File: src/rtl/i2c_pkg.sv
// Shared types and constants for the single-master I2C write/read engine.
// Each bit period has four phases: SCL is low in P0-P1 and high in P2-P3.
package i2c_pkg;
    typedef enum logic [3:0] {
        ST_IDLE,
        ST_START,
        ST_ADDR,
        ST_ACK_A,
        ST_REG,
        ST_ACK_R,
        ST_WDATA,
        ST_ACK_W,
        ST_RDATA,
        ST_MNACK,
        ST_STOP
    } state_t;

    localparam logic ACK  = 1'b0;
    localparam logic NACK = 1'b1;

    localparam logic [6:0] ID_DEF = 7'b0000101;

    localparam logic [1:0] PH_P0 = 2'd0;
    localparam logic [1:0] PH_P1 = 2'd1;
    localparam logic [1:0] PH_P2 = 2'd2;
    localparam logic [1:0] PH_P3 = 2'd3;
endpackage

File: src/rtl/scl_phase_gen.sv
// Quarter-bit timer: counts QTR cycles per phase and steps through P0..P3.
// Held at P0/count 0 while disabled, so every transaction starts phase-aligned.
module scl_phase_gen #(
    parameter int QTR = 31
) (
    input  logic       i_clk,
    input  logic       i_rst_n,
    input  logic       i_en,
    output logic [1:0] o_phase,
    output logic       o_first,
    output logic       o_last,
    output logic       o_pre_last
);
    localparam int CW = (QTR > 1) ? $clog2(QTR) : 1;

    logic [CW-1:0] r_cnt;
    logic [1:0]    r_phase;

    always_ff @(posedge i_clk or negedge i_rst_n) begin
        if (!i_rst_n) begin
            r_cnt   <= '0;
            r_phase <= 2'd0;
        end else if (!i_en) begin
            r_cnt   <= '0;
            r_phase <= 2'd0;
        end else if (r_cnt == CW'(QTR - 1)) begin
            r_cnt   <= '0;
            r_phase <= r_phase + 2'd1;
        end else begin
            r_cnt   <= r_cnt + CW'(1);
        end
    end

    assign o_phase    = r_phase;
    assign o_first    = (r_cnt == '0);
    assign o_last     = (r_cnt == CW'(QTR - 1));
    assign o_pre_last = (r_cnt == CW'(QTR - 2));
endmodule

File: src/rtl/i2c_master.sv
// I2C master: one register write (ID, reg, data) or register read (ID, reg, then read byte)
// per Start request; open-drain SDA emulated via o_sda_oe with o_sda fixed low.
module i2c_master
    import i2c_pkg::*;
#(
    parameter int         QTR    = 31,
    parameter logic [6:0] ID_DEF = i2c_pkg::ID_DEF
) (
    input  logic       i_clk,
    input  logic       i_rst_n,
    input  logic       i_start,
    input  logic       i_rw,
    input  logic [6:0] i_id,
    input  logic [7:0] i_reg_addr,
    input  logic [7:0] i_wr_data,
    input  logic       i_sda,
    output logic       o_scl,
    output logic       o_sda,
    output logic       o_sda_oe,
    output logic       o_busy,
    output logic       o_done,
    output logic       o_ack_err,
    output logic [7:0] o_rd_data
);
    state_t     r_state, w_state_next;
    logic       r_rw, r_ack_err, r_done;
    logic [6:0] r_id;
    logic [7:0] r_reg, r_wd, r_shift, r_rx, r_rd_data;
    logic [2:0] r_bit_cnt;

    logic [7:0] w_shift_next, w_rx_next, w_rd_next;
    logic [2:0] w_bit_next;
    logic       w_ack_err_next, w_done_next, w_latch;
    logic [1:0] w_phase;
    logic       w_first, w_last, w_pre_last, w_sample, w_bit_end;

    scl_phase_gen #(.QTR(QTR)) u_phase (
        .i_clk      (i_clk),
        .i_rst_n    (i_rst_n),
        .i_en       (o_busy),
        .o_phase    (w_phase),
        .o_first    (w_first),
        .o_last     (w_last),
        .o_pre_last (w_pre_last)
    );

    assign w_sample  = w_first && (w_phase == PH_P3);
    assign w_bit_end = w_last  && (w_phase == PH_P3);

    always_ff @(posedge i_clk or negedge i_rst_n) begin
        if (!i_rst_n) begin
            r_state   <= ST_IDLE;
            r_rw      <= 1'b0;
            r_id      <= '0;
            r_reg     <= '0;
            r_wd      <= '0;
            r_shift   <= '0;
            r_rx      <= '0;
            r_rd_data <= '0;
            r_bit_cnt <= '0;
            r_ack_err <= 1'b0;
            r_done    <= 1'b0;
        end else begin
            r_state   <= w_state_next;
            r_shift   <= w_shift_next;
            r_rx      <= w_rx_next;
            r_rd_data <= w_rd_next;
            r_bit_cnt <= w_bit_next;
            r_ack_err <= w_ack_err_next;
            r_done    <= w_done_next;
            if (w_latch) begin
                r_rw  <= i_rw;
                r_id  <= (i_id == 7'd0) ? ID_DEF : i_id;
                r_reg <= i_reg_addr;
                r_wd  <= i_wr_data;
            end
        end
    end

    always_comb begin
        w_state_next   = r_state;
        w_shift_next   = r_shift;
        w_rx_next      = r_rx;
        w_rd_next      = r_rd_data;
        w_bit_next     = r_bit_cnt;
        w_ack_err_next = r_ack_err;
        w_done_next    = 1'b0;
        w_latch        = 1'b0;
        unique case (r_state)
            ST_IDLE: begin
                if (i_start) begin
                    w_state_next   = ST_START;
                    w_latch        = 1'b1;
                    w_ack_err_next = 1'b0;
                end
            end
            ST_START: begin
                if (w_bit_end) begin
                    w_state_next = ST_ADDR;
                    w_shift_next = {r_id, r_rw};
                    w_bit_next   = 3'd0;
                end
            end
            ST_ADDR, ST_REG, ST_WDATA: begin
                if (w_bit_end) begin
                    w_shift_next = {r_shift[6:0], 1'b0};
                    w_bit_next   = r_bit_cnt + 3'd1;
                    if (r_bit_cnt == 3'd7) begin
                        w_state_next = (r_state == ST_ADDR) ? ST_ACK_A :
                                       (r_state == ST_REG)  ? ST_ACK_R : ST_ACK_W;
                    end
                end
            end
            ST_ACK_A, ST_ACK_R, ST_ACK_W: begin
                if (w_sample && (i_sda == NACK)) begin
                    w_ack_err_next = 1'b1;
                end
                // r_ack_err was updated at the P3 sample, well before the bit ends
                if (w_bit_end) begin
                    if (r_ack_err || (r_state == ST_ACK_W)) begin
                        w_state_next = ST_STOP;
                    end else if (r_state == ST_ACK_A) begin
                        w_state_next = ST_REG;
                        w_shift_next = r_reg;
                    end else begin
                        w_state_next = r_rw ? ST_RDATA : ST_WDATA;
                        w_shift_next = r_wd;
                    end
                end
            end
            ST_RDATA: begin
                if (w_sample) begin
                    w_rx_next = {r_rx[6:0], i_sda};
                end
                if (w_bit_end) begin
                    w_bit_next = r_bit_cnt + 3'd1;
                    if (r_bit_cnt == 3'd7) begin
                        w_state_next = ST_MNACK;
                    end
                end
            end
            ST_MNACK: begin
                if (w_bit_end) begin
                    w_state_next = ST_STOP;
                end
            end
            ST_STOP: begin
                // Leave one cycle early: the Done cycle is idle, and idle bus levels match STOP P3
                if (w_pre_last && (w_phase == PH_P3)) begin
                    w_state_next = ST_IDLE;
                    w_done_next  = 1'b1;
                    if (r_rw && !r_ack_err) begin
                        w_rd_next = r_rx;
                    end
                end
            end
            default: w_state_next = ST_IDLE;
        endcase
    end

    always_comb begin
        o_scl    = w_phase[1];
        o_sda_oe = 1'b0;
        unique case (r_state)
            ST_IDLE:                   o_scl = 1'b1;
            ST_START: begin
                o_scl    = 1'b1;
                o_sda_oe = w_phase[1];
            end
            ST_ADDR, ST_REG, ST_WDATA: o_sda_oe = ~r_shift[7];
            ST_STOP:                   o_sda_oe = (w_phase != PH_P3);
            default:                   o_sda_oe = 1'b0;
        endcase
    end

    assign o_sda     = 1'b0;
    assign o_busy    = (r_state != ST_IDLE);
    assign o_done    = r_done;
    assign o_ack_err = r_ack_err;
    assign o_rd_data = r_rd_data;
endmodule

File: config.mk
export PLATFORM = sky130hd
export DESIGN_NAME = i2c_master
export DESIGN_NICKNAME = d
export VERILOG_FILES = /design/src/rtl/i2c_pkg.sv /design/src/rtl/scl_phase_gen.sv /design/src/rtl/i2c_master.sv
export SDC_FILE = /design/constraint.sdc
export NUM_CORES = 1
export LEC_CHECK = 0
export BUFFER_PORTS_ARGS = -buffer_cell sky130_fd_sc_hd__buf_2
export CAP_MARGIN = 10
export CORE_MARGIN = 3
export CORE_UTILIZATION = 40
export CTS_BUF_LIST = sky130_fd_sc_hd__clkbuf_4 sky130_fd_sc_hd__clkbuf_8 sky130_fd_sc_hd__clkbuf_16
export DETAILED_ROUTE_END_ITERATION = 6
export PLACE_DENSITY = 0.58
export SETUP_SLACK_MARGIN = 0.02
export SLEW_MARGIN = 5
export SYNTH_ARGS = -nofsm -noshare
export SYNTH_HDL_FRONTEND = slang
export SYNTH_HIERARCHICAL = 1
export SYNTH_SLANG_ARGS = --single-unit
export TNS_END_PERCENT = 100
File: constraint.sdc
create_clock -name i_clk -period 3.8 [get_ports i_clk]
set_input_delay 0.38 -clock i_clk [delete_from_list [all_inputs] [get_ports i_clk]]
set_output_delay 0.38 -clock i_clk [all_outputs]
set_load 0.05 [all_outputs]
### Word-level counts from Yosys, hierarchy flattened

Cells that the tools add are included.

* bits in registers: 64
* input bits: 28
* output and inout port bits: 14
* logic and storage cells: 107

* add/sub/neg operators: 3
* eq/ne operators: 28
* multiplexer cells: 38
* bitwise logic cells: 1
* reduce and logical (&&, ||, !) cells: 24

Operators with widths (count)
* 2-to-1 mux 4 bit: 12
* 2-to-1 mux 8 bit: 5
* case mux 4 bit (7 select lines): 1
* inequality test 2 bit (second input constant): 13
* case mux 8 bit (3 select lines): 1
* equality test 4 x 3 -> 1 bit (second input constant): 4
* equality test 4 bit (second input constant): 3
* equality test 5 bit (second input constant): 2
* 2-to-1 mux 5 bit: 2
* 2-to-1 mux 3 bit: 3
* AND reduction 3 bit: 3
* AND reduction 9 bit: 1
* equality test 4 x 2 -> 1 bit (second input constant): 2
* zero test 7 bit: 1
* 2-to-1 mux 1 bit: 7
* 2-to-1 mux 7 bit: 1
* 2-to-1 mux 2 bit: 3
* case mux 3 bit (2 select lines): 1
* OR reduction 3 bit: 2
* adder 5 x 1 -> 5 bit (second input constant): 1
* logical AND 1 bit: 5
* zero test 5 bit: 1
* AND reduction 5 bit: 1
* equality test 4 x 1 -> 1 bit (second input constant): 1
* other kinds (17): 18

### Depth between registers and ports, before layout

* depth after elaboration: 6
* gate-level depth with buffers: 9
* gate-level depth less buffers: 8

### Modules after synthesis

The synthesis kept the hierarchy.

Modules (own cells, without submodules)
* i2c_master: times used 1, cells an instance 251, area each 2897.8 um^2, seq. area each 1426.4 um^2
* scl_phase_gen: times used 1, cells an instance 34, area each 367.9 um^2, seq. area each 175.2 um^2

### Worst setup path after synthesis

No wires, ideal clock.

* path kind: register to output
* from: register r_state[3]
* to: output o_sda_oe
* data arrival time: 1840 ps
* data required time: 3420 ps
* path slack: 1580 ps
* stages on the path, launching flop included: 7
* path through: dfrtp_1 -> buf_2 -> buf_2 -> o21bai_1 -> nor2_1 -> nor3_1 -> a21oi_1

* word-level cells in the longest chain between the ends: 3

Ends and longest elaborated chain
* from (decl): line i2c_master.sv:25 `state_t r_state, w_state_next;`
* from (signal assigned): line i2c_master.sv:64 `r_state <= w_state_next;`
* equality test 4 x 2 -> 1 bit / equality test 4 x 3 -> 1 bit (equally long branches): line i2c_master.sv:164 `unique case (r_state)`
* OR reduction 3 bit: line i2c_master.sv:164
* case mux 1 bit (3 select lines) *: line i2c_master.sv:164
* to (decl): line i2c_master.sv:19 `output logic o_sda_oe,`

Mark *: on every way between the ends. The rest lies on a longest branch, timed or not.

### Final worst setup path

* from: register r_state[1]
* to: output o_sda_oe

Same word-level chain as after synthesis.

==> impl_results.md <==
* Final Hold Fails at 0
* Metal3 WL at 330 microns
* Root buf cell: clkbuf_8
* Area of the core at 7810 sq um
* Longest Clk Path Bufs at 2
* GPL Wtd Cong at 0.845
* Max-cap viol count at 0
* Maximum vdd ir drop at 236 uV
* Reg clk slew, reported paths at 0.07 ns
* Layout cell share with drive strength beyond 1 at 0.334
* Worst Setup Path Type: reg -> out
* Metal-1 WL at 3.06 mm
* Cts-stage hold buffer count at 0
* Fin cells at 428
* Synth top area cells: dfrtp_1 49%, mux2_2 11%, mux2_4 3.7%, a21oi_1 2.3%, ha_1 2.3%
* Worst skew pair latency at 0.35 ns
* Worst-path fanout max at 27
* Setup Skew at 0.00952 ns
* Tcrit/Tclk final at 0.724
* Cts bufs inserted at 9
* Finished Cell Area at 3740 sq um
* Total gr overflow at 0
* HP Class: in -> async
* CTS tree: done
* Setup crit end kind: primary output
* Die ar. at 9280 sq um
* Mux cell area share after synthesis at 0.153
* Count leader, synth: dfrtp_1
* Number of antenna diodes at 0
* Slew Limit Fails at 0
* Worst EP arrival at 2.37 ns
* Lkg Pwr at 1.78 nW
* Highest Clock Rate at 0.363 GHz
* DRC at 0
* Most frequent cells after synthesis: 64 x dfrtp_1, 32 x mux2_2, 15 x a21oi_1, 14 x nand2_1, 11 x nor2_1
* Sequential share of the synthesized area at 0.490
* Synth Area in Compound Gates at 0.153
* Combinational family with the most area after synthesis: compound AO/OA/AOI/OAI gates
* CP Launch Type: flip-flop
* Die span in x at 96.4 microns
* Met2 wire len at 3.26 mm
* PortBufs at 40
* Ys async rst share at 1.00
* Htree depth at 3
* Number of flops mapped to enable cells by yosys at 0
* Largest net degree at the start of global routing at 49
* Top Ports at 42
* Mapped Cells at 285
* PwrDens at 375 nW/um^2
* Post-Synth Adder-Cell Area at 0.0264
* Setup bufs post-CTS at 0
* DR top layer: met4
* Gr usage total at 0.160
* Clock tree sinks at 64
* Initial DRC count at 121
* Area leader, netlist: dfrtp_1
* Status: complete, no violations
* Area after DPL at 3500 sq um
* Detailed Routing Iterations Pass 1 at 4
* RSZ-0062 raised after global routing: false
* Initial antenna violation count at 0
* WL per Instance at 15.9 microns
* Die Span Y at 96.4 microns
* Initial Util at 0.418
* Yosys warns at 6
* Nets at 355
* Final antenna-violating net count at 0
* Vias in the first global route at 2296
* Final setup vio count at 0
* Placed Cells at 412
* Final Power at 0.00140 W
* Primary FF master, synth: dfrtp_1
* DPL Wire Length at 4.62 mm
* Slew HR at 0.281
* Avg Cell Area, Syn at 11.5 sq um
* Mapped Nets at 319
* Resized cells post-CTS at 0
* Vias per inst at 5.47
* Post-Synth XOR/XNOR Area at 0.0107
* Fin crit period at 2.75 ns
* Layout overhead on the synthesized area at 14.5%
* Post-synthesis instance area at 3270 sq um
* First-pass GRT wire length at 11.3 mm
* Synth Register Bits at 64
* Via count at 2340
* Yosys top cell area share at 0.490
* Post-Synth Simple-Gate Area at 0.117
* Final WL at 6.80 mm
* TNS Setup at 0 ns
* Worst Tran Pin Value at 1.08 ns
* Cell Rows at 32
* CP required at 3.42 ns
* Distinct cells, synth at 54
final cells by class:
| cell class | instances | area, sq um |
|---|---|---|
| fill | 742 | 4070 |
| sequential | 64 | 1600 |
| multi-input combinational | 193 | 1510 |
| timing repair buffer | 44 | 230 |
| clock buffer | 11 | 151 |
| tap | 102 | 128 |
| clock inverter | 5 | 86.3 |
| inverter | 9 | 33.8 |
path summary, 6_finish.rpt:
path | from | cells after the start | to | slack (ns)
worst max register to register | u_phase/r_cnt[0] | 8 | r_shift[2] | 1.14
worst min register to register | r_id[2] | 2 | r_id[2] | 0.49
max in group asynchronous | i_rst_n | 2 | r_shift[1] | 2.73
worst max-delay path | r_state[1] | 5 | o_sda_oe | 1.05
worst min-delay path | i_rst_n | 1 | u_phase/r_cnt[0] | 0.23
min in group i_clk | i_wr_data[5] | 2 | r_wd[5] | 0.26
critical path, stage by stage (launching register included):
cell,delay (ns)
dfrtp_1,0.89
o21bai_1,0.40
nor2_1,0.23
nor3_1,0.06
a21oi_1,0.15
buf_2,0.28
cell usage in the layout, fill, tap and decap left out, drive strengths merged, types with 2 or more instances in the layout:
cell and instances:
xor2 2, ha 6, a21boi 4, nand2b 9
buf 44, inv 11, nand2 14, o21ai 10
o22ai 11, mux2 40, and2 2, or4 3
o32a 3, and3 3, nand3b 3, a31oi 2
nor3b 3, o311ai 7, bufinv 2, nor3 7
o21a 9, a21oi 15, xnor2 2, a211oi 2
mux2i 2, nor2 11, dfrtp 64, or2 3
clkbuf 11, nand3 5
cells by family after synthesis:
family	after synthesis
XOR/XNOR	4
adder cells (fa/ha/maj)	7
AO/OA/AOI/OAI	71
flip-flops	64
multiplexers	42
buffers and inverters	28
other	1
AND/OR/NAND/NOR	68
metal layers:
metal / vias up / track usage
met3: 15 / 0.0399
met1: 1145 / 0.204
met2: 68 / 0.257
met4: 0 / 0.0689
li1: 1112 / -
met5: - / 0
metrics by stage:
step                hold slack, ns  setup slack [ns]  utilization
floorplan                   0.0844              1.58            -
finish                       0.229              1.05        0.479
detailed placement           0.476              1.17        0.449
CTS                          0.246              1.04        0.479
global placement             0.471              1.16        0.449
global route                 0.246             0.857        0.479
where the power goes:
| part | switching [W] | total (W) | leakage, nW | internal (W) |
|---|---|---|---|---|
| clock network | 0.000277 | 0.000688 | 0.121 | 0.000411 |
| logic | 0.0000216 | 0.0000337 | 0.797 | 0.0000121 |
| registers | 0.000000495 | 0.000682 | 0.867 | 0.000681 |
Note: power is estimated with default switching activity, not from simulation.
